## config.mk

```make
export PLATFORM = sky130hd
export DESIGN_NAME = execute_md_stage
export DESIGN_NICKNAME = d
export VERILOG_FILES = /design/src/rtl/execute_md_stage_pkg.sv /design/src/rtl/execute_md_stage_alu.sv /design/src/rtl/execute_md_stage_mul_div_unit.sv /design/src/rtl/execute_md_stage.sv
export SDC_FILE = /design/constraint.sdc
export NUM_CORES = 2
export LEC_CHECK = 0
export CAP_MARGIN = 30
export CORE_MARGIN = 4
export CORE_UTILIZATION = 46
export CTS_CLUSTER_DIAMETER = 120
export DETAILED_ROUTE_END_ITERATION = 7
export GPL_TIMING_DRIVEN = 0
export HOLD_SLACK_MARGIN = 0.08
export PLACE_DENSITY = 0.66
export SYNTH_ARGS = -nofsm -noshare
export SYNTH_HDL_FRONTEND = slang
export SYNTH_SLANG_ARGS = --single-unit
```

## constraint.sdc

```tcl
create_clock -name clk -period 8.2 [get_ports clk]
set_input_delay 1.64 -clock clk [delete_from_list [all_inputs] [get_ports clk]]
set_output_delay 1.64 -clock clk [all_outputs]
set_load 0.1 [all_outputs]
```

## src/rtl/execute_md_stage_pkg.sv

```systemverilog
// Shared types for the execute stage: decoded control, ALU/M-extension op codes
// and the multi-cycle unit state encoding.
package common;

  typedef enum logic [3:0] {
    ALU_ADD, ALU_SUB, ALU_SLL, ALU_SLT, ALU_SLTU,
    ALU_XOR, ALU_SRL, ALU_SRA, ALU_OR, ALU_AND
  } alu_op_type;

  // MD_ prefix keeps these distinct from the MUL/DIV state names below
  typedef enum logic [3:0] {
    MD_NONE, MD_MUL, MD_MULH, MD_MULHSU, MD_MULHU,
    MD_DIV, MD_DIVU, MD_REM, MD_REMU
  } md_op_type;

  typedef enum logic [1:0] {IDLE, MUL, DIV, DONE} ex_state_type;

  typedef struct packed {
    logic       RegWrite;
    logic       MemRead;
    logic       MemWrite;
    logic       MemtoReg;
    logic       Branch;
    logic       ALUSrc;
    alu_op_type ALUOp;
    md_op_type  md_op;
  } control_type;

  function automatic logic is_mul_op(input md_op_type op);
    return (op == MD_MUL) || (op == MD_MULH) || (op == MD_MULHSU) || (op == MD_MULHU);
  endfunction

  function automatic logic is_rem_op(input md_op_type op);
    return (op == MD_REM) || (op == MD_REMU);
  endfunction

endpackage

```

## src/rtl/execute_md_stage_alu.sv

```systemverilog
// Single-cycle integer ALU for the execute stage.
module alu
  import common::*;
#(
  parameter int XLEN = 32
) (
  input  logic [XLEN-1:0] a,
  input  logic [XLEN-1:0] b,
  input  alu_op_type      op,
  output logic [XLEN-1:0] result,
  output logic            zero
);

  logic [$clog2(XLEN)-1:0] shamt;

  always_comb begin
    shamt  = b[$clog2(XLEN)-1:0];
    result = '0;
    case (op)
      ALU_ADD:  result = a + b;
      ALU_SUB:  result = a - b;
      ALU_SLL:  result = a << shamt;
      ALU_SLT:  result = {{(XLEN-1){1'b0}}, ($signed(a) < $signed(b))};
      ALU_SLTU: result = {{(XLEN-1){1'b0}}, (a < b)};
      ALU_XOR:  result = a ^ b;
      ALU_SRL:  result = a >> shamt;
      ALU_SRA:  result = $unsigned($signed(a) >>> shamt);
      ALU_OR:   result = a | b;
      ALU_AND:  result = a & b;
      default:  result = '0;
    endcase
    zero = (result == '0);
  end

endmodule

```

## src/rtl/execute_md_stage_mul_div_unit.sv

```systemverilog
// Multi-cycle RV32M unit: fixed-latency multiply and radix-2 restoring divide,
// with divide-by-zero and signed overflow resolved at start.
module mul_div_unit
  import common::*;
#(
  parameter int XLEN       = 32,
  parameter int MUL_CYCLES = 2
) (
  input  logic            clk,
  input  logic            rst,
  input  logic            flush,
  input  logic            start,
  input  md_op_type       op,
  input  logic [XLEN-1:0] a,
  input  logic [XLEN-1:0] b,
  output logic            busy,
  output logic            done,
  output logic [XLEN-1:0] result
);

  localparam int CNT_MAX = (MUL_CYCLES > XLEN) ? MUL_CYCLES : XLEN;
  localparam int CNT_W   = $clog2(CNT_MAX + 1);
  localparam logic [XLEN-1:0] MIN_NEG = {1'b1, {(XLEN-1){1'b0}}};

  ex_state_type     state_q, state_d;
  logic [CNT_W-1:0] cnt_q, cnt_d;
  md_op_type        op_q, op_d;
  logic [XLEN-1:0]  a_q, a_d, b_q, b_d;
  logic [XLEN-1:0]  div_q, div_d, quo_q, quo_d, rem_q, rem_d;
  logic             neg_quo_q, neg_quo_d, neg_rem_q, neg_rem_d;
  logic [XLEN-1:0]  result_q, result_d;

  logic             sgn_div, neg_a, neg_b;
  logic [XLEN-1:0]  mag_a, mag_b;
  logic             a_sx, b_sx;
  logic [2*XLEN-1:0] ext_a, ext_b, prod;
  logic [XLEN-1:0]  mul_res;
  logic [XLEN:0]    shifted, trial;
  logic [XLEN-1:0]  quo_n, rem_n, div_res;

  always_comb begin
    // start-time operand conditioning
    sgn_div = (op == MD_DIV) || (op == MD_REM);
    neg_a   = sgn_div & a[XLEN-1];
    neg_b   = sgn_div & b[XLEN-1];
    mag_a   = neg_a ? -a : a;
    mag_b   = neg_b ? -b : b;

    // sign-extend to 2*XLEN so one unsigned multiply covers every signedness mix
    a_sx    = ((op_q == MD_MULH) || (op_q == MD_MULHSU)) & a_q[XLEN-1];
    b_sx    = (op_q == MD_MULH) & b_q[XLEN-1];
    ext_a   = {{XLEN{a_sx}}, a_q};
    ext_b   = {{XLEN{b_sx}}, b_q};
    prod    = ext_a * ext_b;
    mul_res = (op_q == MD_MUL) ? prod[XLEN-1:0] : prod[2*XLEN-1:XLEN];

    shifted = {rem_q, quo_q[XLEN-1]};
    trial   = shifted - {1'b0, div_q};
    if (!trial[XLEN]) begin
      rem_n = trial[XLEN-1:0];
      quo_n = {quo_q[XLEN-2:0], 1'b1};
    end else begin
      rem_n = shifted[XLEN-1:0];
      quo_n = {quo_q[XLEN-2:0], 1'b0};
    end
    div_res = is_rem_op(op_q) ? (neg_rem_q ? -rem_n : rem_n)
                              : (neg_quo_q ? -quo_n : quo_n);
  end

  always_comb begin
    state_d   = state_q;
    cnt_d     = cnt_q;
    op_d      = op_q;
    a_d       = a_q;
    b_d       = b_q;
    div_d     = div_q;
    quo_d     = quo_q;
    rem_d     = rem_q;
    neg_quo_d = neg_quo_q;
    neg_rem_d = neg_rem_q;
    result_d  = result_q;
    busy      = (state_q == MUL) || (state_q == DIV);
    done      = (state_q == DONE);
    result    = result_q;

    case (state_q)
      IDLE: if (start) begin
        op_d  = op;
        a_d   = a;
        b_d   = b;
        cnt_d = '0;
        if (is_mul_op(op)) begin
          state_d = MUL;
        end else if (b == '0) begin
          result_d = is_rem_op(op) ? a : '1;
          state_d  = DONE;
        end else if (sgn_div && (a == MIN_NEG) && (b == '1)) begin
          result_d = is_rem_op(op) ? '0 : MIN_NEG;
          state_d  = DONE;
        end else begin
          quo_d     = mag_a;
          div_d     = mag_b;
          rem_d     = '0;
          neg_quo_d = neg_a ^ neg_b;
          neg_rem_d = neg_a;
          state_d   = DIV;
        end
      end
      MUL: begin
        cnt_d = cnt_q + 1'b1;
        if (cnt_q == CNT_W'(MUL_CYCLES - 1)) begin
          result_d = mul_res;
          cnt_d    = '0;
          state_d  = DONE;
        end
      end
      DIV: begin
        quo_d = quo_n;
        rem_d = rem_n;
        cnt_d = cnt_q + 1'b1;
        if (cnt_q == CNT_W'(XLEN - 1)) begin
          result_d = div_res;
          cnt_d    = '0;
          state_d  = DONE;
        end
      end
      DONE:    state_d = IDLE;
      default: state_d = IDLE;
    endcase

    if (flush) begin
      state_d = IDLE;
      cnt_d   = '0;
    end
  end

  always_ff @(posedge clk) begin
    if (rst) begin
      state_q   <= IDLE;
      cnt_q     <= '0;
      op_q      <= MD_NONE;
      a_q       <= '0;
      b_q       <= '0;
      div_q     <= '0;
      quo_q     <= '0;
      rem_q     <= '0;
      neg_quo_q <= 1'b0;
      neg_rem_q <= 1'b0;
      result_q  <= '0;
    end else begin
      state_q   <= state_d;
      cnt_q     <= cnt_d;
      op_q      <= op_d;
      a_q       <= a_d;
      b_q       <= b_d;
      div_q     <= div_d;
      quo_q     <= quo_d;
      rem_q     <= rem_d;
      neg_quo_q <= neg_quo_d;
      neg_rem_q <= neg_rem_d;
      result_q  <= result_d;
    end
  end

endmodule

```

## src/rtl/execute_md_stage.sv

```systemverilog
// Execute stage with operand forwarding, single-cycle ALU and multi-cycle RV32M.
// Define RV_FORWARDING_EN to enable the MEM/WB forwarding muxes.
module execute_md_stage
  import common::*;
#(
  parameter int XLEN       = 32,
  parameter int REG_ADDR_W = 5,
  parameter int MUL_CYCLES = 2
) (
  input  logic                  clk,
  input  logic                  rst,
  input  logic                  flush,
  input  logic                  valid_in,
  input  control_type           control_in,
  input  logic [XLEN-1:0]       data1,
  input  logic [XLEN-1:0]       data2,
  input  logic [XLEN-1:0]       immediate_data,
  input  logic [REG_ADDR_W-1:0] rs1_in,
  input  logic [REG_ADDR_W-1:0] rs2_in,
  input  logic [REG_ADDR_W-1:0] rd_in,
  input  logic                  fwd_mem_valid,
  input  logic [REG_ADDR_W-1:0] fwd_mem_rd,
  input  logic [XLEN-1:0]       fwd_mem_data,
  input  logic                  fwd_wb_valid,
  input  logic [REG_ADDR_W-1:0] fwd_wb_rd,
  input  logic [XLEN-1:0]       fwd_wb_data,
  output logic                  stall_out,
  output logic                  valid_out,
  output control_type           control_out,
  output logic                  zero_flag,
  output logic [XLEN-1:0]       alu_data,
  output logic [XLEN-1:0]       memory_data,
  output logic [REG_ADDR_W-1:0] rd_out
);

  logic [XLEN-1:0] op_a, op_b, alu_b, alu_res, mdu_res;
  logic            alu_zero, is_md, mdu_busy, mdu_done, mdu_idle, mdu_start;

  logic                  valid_out_q, valid_out_d, zero_flag_q, zero_flag_d;
  control_type           control_out_q, control_out_d;
  logic [XLEN-1:0]       alu_data_q, alu_data_d, memory_data_q, memory_data_d;
  logic [REG_ADDR_W-1:0] rd_out_q, rd_out_d;

`ifdef RV_FORWARDING_EN
  function automatic logic [XLEN-1:0] fwd_sel(
    input logic [REG_ADDR_W-1:0] rs, input logic [XLEN-1:0] rf,
    input logic mv, input logic [REG_ADDR_W-1:0] mrd, input logic [XLEN-1:0] mdat,
    input logic wv, input logic [REG_ADDR_W-1:0] wrd, input logic [XLEN-1:0] wdat);
    if (rs != '0 && mv && mrd == rs) return mdat;
    if (rs != '0 && wv && wrd == rs) return wdat;
    return rf;
  endfunction

  always_comb begin
    op_a = fwd_sel(rs1_in, data1, fwd_mem_valid, fwd_mem_rd, fwd_mem_data,
                   fwd_wb_valid, fwd_wb_rd, fwd_wb_data);
    op_b = fwd_sel(rs2_in, data2, fwd_mem_valid, fwd_mem_rd, fwd_mem_data,
                   fwd_wb_valid, fwd_wb_rd, fwd_wb_data);
  end
`else
  logic unused_fwd;
  assign unused_fwd = ^{rs1_in, rs2_in, fwd_mem_valid, fwd_mem_rd, fwd_mem_data,
                        fwd_wb_valid, fwd_wb_rd, fwd_wb_data};
  assign op_a = data1;
  assign op_b = data2;
`endif

  assign alu_b     = control_in.ALUSrc ? immediate_data : op_b;
  assign is_md     = (control_in.md_op != MD_NONE);
  assign mdu_idle  = !mdu_busy && !mdu_done;
  assign mdu_start = valid_in && is_md && mdu_idle && !flush;
  assign stall_out = !rst && ((valid_in && is_md && mdu_idle) || mdu_busy);

  alu #(.XLEN(XLEN)) u_alu (
    .a      (op_a),
    .b      (alu_b),
    .op     (control_in.ALUOp),
    .result (alu_res),
    .zero   (alu_zero)
  );

  mul_div_unit #(.XLEN(XLEN), .MUL_CYCLES(MUL_CYCLES)) u_mdu (
    .clk    (clk),
    .rst    (rst),
    .flush  (flush),
    .start  (mdu_start),
    .op     (control_in.md_op),
    .a      (op_a),
    .b      (op_b),
    .busy   (mdu_busy),
    .done   (mdu_done),
    .result (mdu_res)
  );

  // Anything that does not retire this cycle becomes an all-zero bubble
  always_comb begin
    valid_out_d   = 1'b0;
    control_out_d = '0;
    zero_flag_d   = 1'b0;
    alu_data_d    = '0;
    memory_data_d = '0;
    rd_out_d      = '0;
    if (flush) begin
      valid_out_d = 1'b0;
    end else if (mdu_done) begin
      valid_out_d   = 1'b1;
      control_out_d = control_in;
      zero_flag_d   = (mdu_res == '0);
      alu_data_d    = mdu_res;
      rd_out_d      = rd_in;
    end else if (valid_in && !is_md && mdu_idle) begin
      valid_out_d   = 1'b1;
      control_out_d = control_in;
      zero_flag_d   = alu_zero;
      alu_data_d    = alu_res;
      memory_data_d = op_b;
      rd_out_d      = rd_in;
    end
  end

  always_ff @(posedge clk) begin
    if (rst) begin
      valid_out_q   <= 1'b0;
      control_out_q <= '0;
      zero_flag_q   <= 1'b0;
      alu_data_q    <= '0;
      memory_data_q <= '0;
      rd_out_q      <= '0;
    end else begin
      valid_out_q   <= valid_out_d;
      control_out_q <= control_out_d;
      zero_flag_q   <= zero_flag_d;
      alu_data_q    <= alu_data_d;
      memory_data_q <= memory_data_d;
      rd_out_q      <= rd_out_d;
    end
  end

  assign valid_out   = valid_out_q;
  assign control_out = control_out_q;
  assign zero_flag   = zero_flag_q;
  assign alu_data    = alu_data_q;
  assign memory_data = memory_data_q;
  assign rd_out      = rd_out_q;

endmodule

```

======== Yosys cells after proc, flatten, opt, wreduce, memory -nomap -nowiden ========
Index checks and enable logic that the tools add are counted.
word-level totals
  word-level logic and storage cells ...... 174
  register bits after elaboration ......... 291
  output and inout port bits .............. 86
  bits of input ports ..................... 205
cells by class
  bitwise operators ....................... 12
  add/sub/neg operators ................... 8
  mux-type cells .......................... 50
  reductions and logical operators ........ 39
  equal/unequal tests ..................... 35
  $lt $le $gt $ge ......................... 2
  multiply operators ...................... 1
  shift-type cells ........................ 3
operators by type and width
  cell                  count
  $mux 32               26
  $pmux 32 s10          1
  $neg 32->32           4
  $pmux 32 s2           2
  $logic_not 32->1      3
  $pmux 32 s3           1
  $eq 32x32->1 const B  2
  $lt 32x32->1          2
  $mul 33x33->64        1
  $sub 33x32->33        1
  $add 32x32->32        1
  $and 32x32->32        1
  $eq 4x3->1 const B    8
  $or 32x32->32         1
  $shl 32x5->32         1
  $shr 32x5->32         1
  $sshr 32x5->32        1
  $sub 32x32->32        1
  $xor 32x32->32        1
  $mux 14               2
  $eq 4x2->1 const B    6
  $mux 6                3
  $pmux 6 s3            1
  $eq 4x4->1 const B    4
  other kinds (29)      75

======== Longest topological paths before layout ========
  depth after elaboration ................. 9
  gate-level depth with buffers ........... 35
  mapped depth without buffers ............ 33

======== Cells and area by module ========
From an unflattened synthesis, not the netlist that was laid out.
unflattened totals
  cells, all modules ...................... 7859
  area, all modules ....................... 64744.6 sq um
by module, submodules not included
  module            instances  sequential area each (sq um)  cells an instance  area an instance (sq um)
  mul_div_unit      1          4124.0                        6302               52605.5
  alu               1          0.0                           1317               9210.1
  execute_md_stage  1          1701.6                        240                2929.1

======== Worst setup path after synthesis ========
No wires, ideal clock.
  kind .................................... register to register
  from .................................... register u_mdu.op_q[1]
  to ...................................... register u_mdu.result_q[28], in the netlist u_mdu.result[28]
  data required time ...................... 8.064 ns
  path slack .............................. -0.282 ns
  data arrival time ....................... 8.346 ns
  period minus slack after synthesis ...... 8.482 ns
  path buffers ............................ 1
  cell stages (with the launch flop) ...... 31
  library setup time ...................... 0.136 ns
  cells stage by stage .................... dfxtp_1 nor2b_1 nor2b_1 and2_0 clkbuf_1 nand2_1 fa_1 fa_1 inv_1 fa_1 inv_1 fa_1 inv_1 fa_1 fa_1 fa_1 inv_1 fa_1 inv_1 ha_1 a21oi_1 nor2b_1 o21ai_0 nand2b_1 a21oi_1 nor2_1 o41ai_1 o21bai_1 xor2_1 a21oi_1 a221oi_2
between the ends
  word-level cells in the longest chain between the ends .. 7
  elaborated cells on any way between the ends .. 15
  those cells by class .................... mul: 1; eq/ne: 5; mux: 5; bitwise: 2; reduce/logical: 2
ends and longest elaborated chain
  element                        RTL line                                                                  text
  start: declaration             execute_md_stage_mul_div_unit.sv:27                                       md_op_type op_q, op_d;
  start signal: assignment       execute_md_stage_mul_div_unit.sv:153                                      op_q <= op_d;
  $eq 4x2->1 (on tied branches)  execute_md_stage_mul_div_unit.sv:50, execute_md_stage_mul_div_unit.sv:51
  $logic_or 1x1->1               execute_md_stage_mul_div_unit.sv:50                                       a_sx = ((op_q == MD_MULH) || (op_q == MD_MULHSU)) & a_q[XLEN-1];
  $and 1x1->1                    execute_md_stage_mul_div_unit.sv:50
  $mul 33x33->64                 execute_md_stage_mul_div_unit.sv:54                                       prod = ext_a * ext_b;
  $mux 32                        execute_md_stage_mul_div_unit.sv:55                                       mul_res = (op_q == MD_MUL) ? prod[XLEN-1:0] : prod[2*XLEN-1:XLEN];
  $mux 32                        execute_md_stage_mul_div_unit.sv:111                                      if (cnt_q == CNT_W'(MUL_CYCLES - 1)) begin
  $pmux 32 s3 *                  execute_md_stage_mul_div_unit.sv:86                                       case (state_q)
  end signal: assignment         execute_md_stage_mul_div_unit.sv:161                                      result_q <= result_d;
  end: declaration               execute_md_stage_mul_div_unit.sv:31                                       logic [XLEN-1:0] result_q, result_d;
Every way passes the cells marked *; elsewhere a longest branch is shown, timed or not. The select of a mux whose other input is x is not followed.
A chain may end at the register's enable or synchronous reset.

======== Worst setup path in the final report ========
  from .................................... register u_mdu.op_q[3]
  to ...................................... register u_mdu.result_q[30], in the netlist u_mdu.result[30]
Same word-level chain as after synthesis.

==> impl_metrics.ini <==
[worst_setup_path]
critPathKind = reg -> reg
crit_path_max_fanout = 10
regToRegStartpoint = u_mdu.op_q[3]
cp_top_family = adder cells
cp.required_ns = 8.62
crit_buf_inv = 6
cp-end-kind = flop
worstPathArrival_ns = 9.26
slowest_stage = or4_4
r2r-end = u_mdu.result[30]
reg2reg_slack_ns = -0.64
worst_setup_path_start_kind = flop
ff2ff_path_depth = 29
max_stage_delay_ns = 0.58
cp_common_cell = fa_1

[timing]
maxSlewViolCount = 0
rsz0062_at_grt = true
finalHoldViolCount = 0
finalSetupTns_ns = -6.92
fin_worst_skew_ns = 0.0484
slew_headroom = 0.224
fin_crit_ns = 8.84
worstMarginPinSlew_ns = 1.16
setup_viol = 39
clock.fmax_mhz = 113
setup_slack_ns = -0.643
post-route-period-util = 1.08

[clocking]
cts_sinks = 291
clkTransAtPathRegs_ns = 0.07
htreeDepth = 2
clockBufferDepth = 3
ctsHoldBuffers = 0
cts_tree = built
cts_root_buffer = clkbuf_16
cts_made_buffers = 34
worstSkewPairLatency_ns = 0.62

[floorplanning]
ios = 291
die_w_um = 381
initial_utilization = 0.464
die_y_um = 381
design.die.area_um2 = 145000
core_area_um2 = 138000
rows = 136

[power]
leakagePower_nw = 32.5
p_per_area_nw_per_um2 = 90.1
vdd_drop_max_mv = 0.184

[yosys]
synthCells = 7733
syn-cell-area_um2 = 63900
synth_edf_count = 0
synth_cell_types = 94
syn-mean-instance-area_um2 = 8.26
synth-warning-count = 0
ys.flop_type = dfxtp_1
ys_ff_latch = 291
synth_seq_area_share = 0.0912
synthArstFlopShare = 0
synthesis.nets = 9419

[run_status]
violations = negative setup slack
status = finished, violations left

[place]
placed_area_um2 = 68700
io_buffer_count = 187
gp_routability_congestion = 1.05
place_inst = 9767
pre_cts_ws_ns = -2.26
dp_hpwl_mm = 261

[drt]
post_drt_wl_per_cell_um = 31.5
drt-initial-drc-count = 7530
drc = 0
vias = 61430
drt_wl_total_mm = 314
firstDrtPassIters = 6
ant_nets = 0
via_per_inst = 6.18

[worst_hold_path]
worstHoldPathCells = 2
hold_class = reg -> reg
holdPathEnd = u_mdu.result[5]
min_from = u_mdu.result[5]

[final_layout]
layout.nets = 9799
fillers = 13012
stdcell_area_um2 = 73700
instances_no_fill = 9945
layout_commonest_cell = inv_1
final_cell_mix = 1303 x inv_1, 1196 x nand2_1, 1093 x fa_1, 389 x nor2_1, 357 x and2_1
drive_gt1_frac = 0.106
syn_to_final_growth_pct = 15.4

[global_routing]
grt_usage = 0.423
grt.overflow.total = 0
grt_pass1_wl_mm = 440
grt_pass1_vias = 60106
grt_max_degree = 25
antenna_found_initial = 24

[flow_run]
cap_violations = 0
==> how the worst max path moves through the flow <==
stage	start	to	slack [ns]	cells after the start
detailed placement	u_mdu.op_q[1]	u_mdu.result[24]	-2.26	30
floorplan	u_mdu.op_q[1]	u_mdu.result[30]	0.03	30
global route	u_mdu.op_q[3]	u_mdu.result[30]	-0.75	30
finish	u_mdu.op_q[3]	u_mdu.result[30]	-0.64	29
global placement	u_mdu.b_q[15]	u_mdu.result[23]	-2.32	29
CTS	u_mdu.op_q[1]	u_mdu.result[30]	-0.62	33
==> through the flow <==
stage / utilization / power, W / hold slack [ns]
3_3_place_gp: 0.494 / 0.00446 / 0.466
3_5_place_dp: 0.499 / 0.00450 / 0.466
5_1_grt: 0.535 / 0.00681 / 0.492
4_1_cts: 0.527 / 0.00641 / 0.475
6_report: 0.536 / 0.00664 / 0.482
2_1_floorplan: - / 0.00320 / 0.436
==> synth_stat cells, types with 26 or more instances <==
master / n / area, um2
a31oi_1: 51 / 319
nor3_1: 75 / 375
a21o_1: 80 / 601
ha_1: 353 / 4420
clkbuf_1: 481 / 1810
o31ai_1: 38 / 285
inv_1: 1328 / 4980
o21ai_0: 237 / 1190
nand4_1: 41 / 257
and2_1: 362 / 2260
a22oi_1: 36 / 270
nand3_1: 74 / 370
xor2_1: 73 / 639
xnor2_1: 141 / 1230
mux2i_1: 115 / 1150
dfxtp_1: 291 / 5830
a221oi_1: 50 / 438
or3_1: 42 / 263
nand2b_1: 39 / 244
fa_1: 1128 / 22600
a21oi_1: 368 / 1840
nor2_1: 393 / 1480
and3_1: 28 / 175
nor4_1: 49 / 307
nor2b_1: 26 / 163
nand2_1: 1211 / 4550
mux4_2: 59 / 1330
o21a_1: 28 / 210
o211ai_1: 52 / 390
a211oi_1: 81 / 608
==> kinds of logic (layout without fill, tap and decap cells) <==
kind of cell,Yosys count,count (layout),share of synthesized area
buffers and inverters,1856,2261,0.109
adder cells (fa/ha/maj),1481,1481,0.422
multiplexers,189,189,0.0418
AND/OR/NAND/NOR,2412,2412,0.172
other,0,13,0
AO/OA/AOI/OAI,1289,1289,0.133
XOR/XNOR,215,215,0.0298
flip-flops,291,291,0.0912
==> per-layer routing <==
metal / up-vias / track usage / share of wire
li1: 25449 / - / -
met1: 30993 / 0.580 / 0.40
met2: 4149 / 0.593 / 0.40
met3: 821 / 0.158 / 0.14
met4: 18 / 0.191 / 0.059
met5: - / 0 / 0.00081
==> area by class of cell <==
cell class	instances	area (um2)	area share
Inverter	1334	5030	0.0682
Tap cell	1794	2240	0.0304
Antenna cell	13	32.5	0.000441
Clock inverter	19	300	0.00407
Timing Repair Buffer	380	3770	0.0512
Sequential cell	291	5990	0.0813
Multi-Input combinational cell	5586	52400	0.711
Clock buffer	42	931	0.0126
Buffer	486	2990	0.0405
==> power breakdown <==
| part | internal (W) | switching (W) | leakage, nW | total (W) |
|---|---|---|---|---|
| Combinational | 0.00105 | 0.00223 | 29.5 | 0.00329 |
| Sequential | 0.00145 | 0.000113 | 2.40 | 0.00157 |
| Clock | 0.00101 | 0.000776 | 0.602 | 0.00179 |
| Total | 0.00352 | 0.00312 | 32.5 | 0.00664 |
==> sequential cells by signal, indices dropped and copies added, names as in the netlist <==
signal / count
u_mdu.a_q: 32
u_mdu.rem_q: 32
u_mdu.b_q: 32
valid_out: 1
zero_flag: 1
u_mdu.neg_quo_q: 1
alu_data: 32
rd_out: 5
u_mdu.div_q: 32
u_mdu.result: 32
u_mdu.op_q: 4
u_mdu.neg_rem_q: 1
u_mdu.quo_q: 32
u_mdu.cnt_q: 6
u_mdu.state_q: 2
memory_data: 32
control_out: 14
==> tightest hold or removal path: stages (launching register included) <==
cell and delay (ns):
dfxtp_1 0.33, nand2_1 0.06, o21ai_1 0.05
==> timing repair <==
action	in CTS	in global routing
buffers inserted	75	54
setup endpoints to repair	39	36
gates resized for setup	641	215
pin swaps	82	110
gates cloned	0	0
Note: power is estimated with default switching activity, not from simulation.
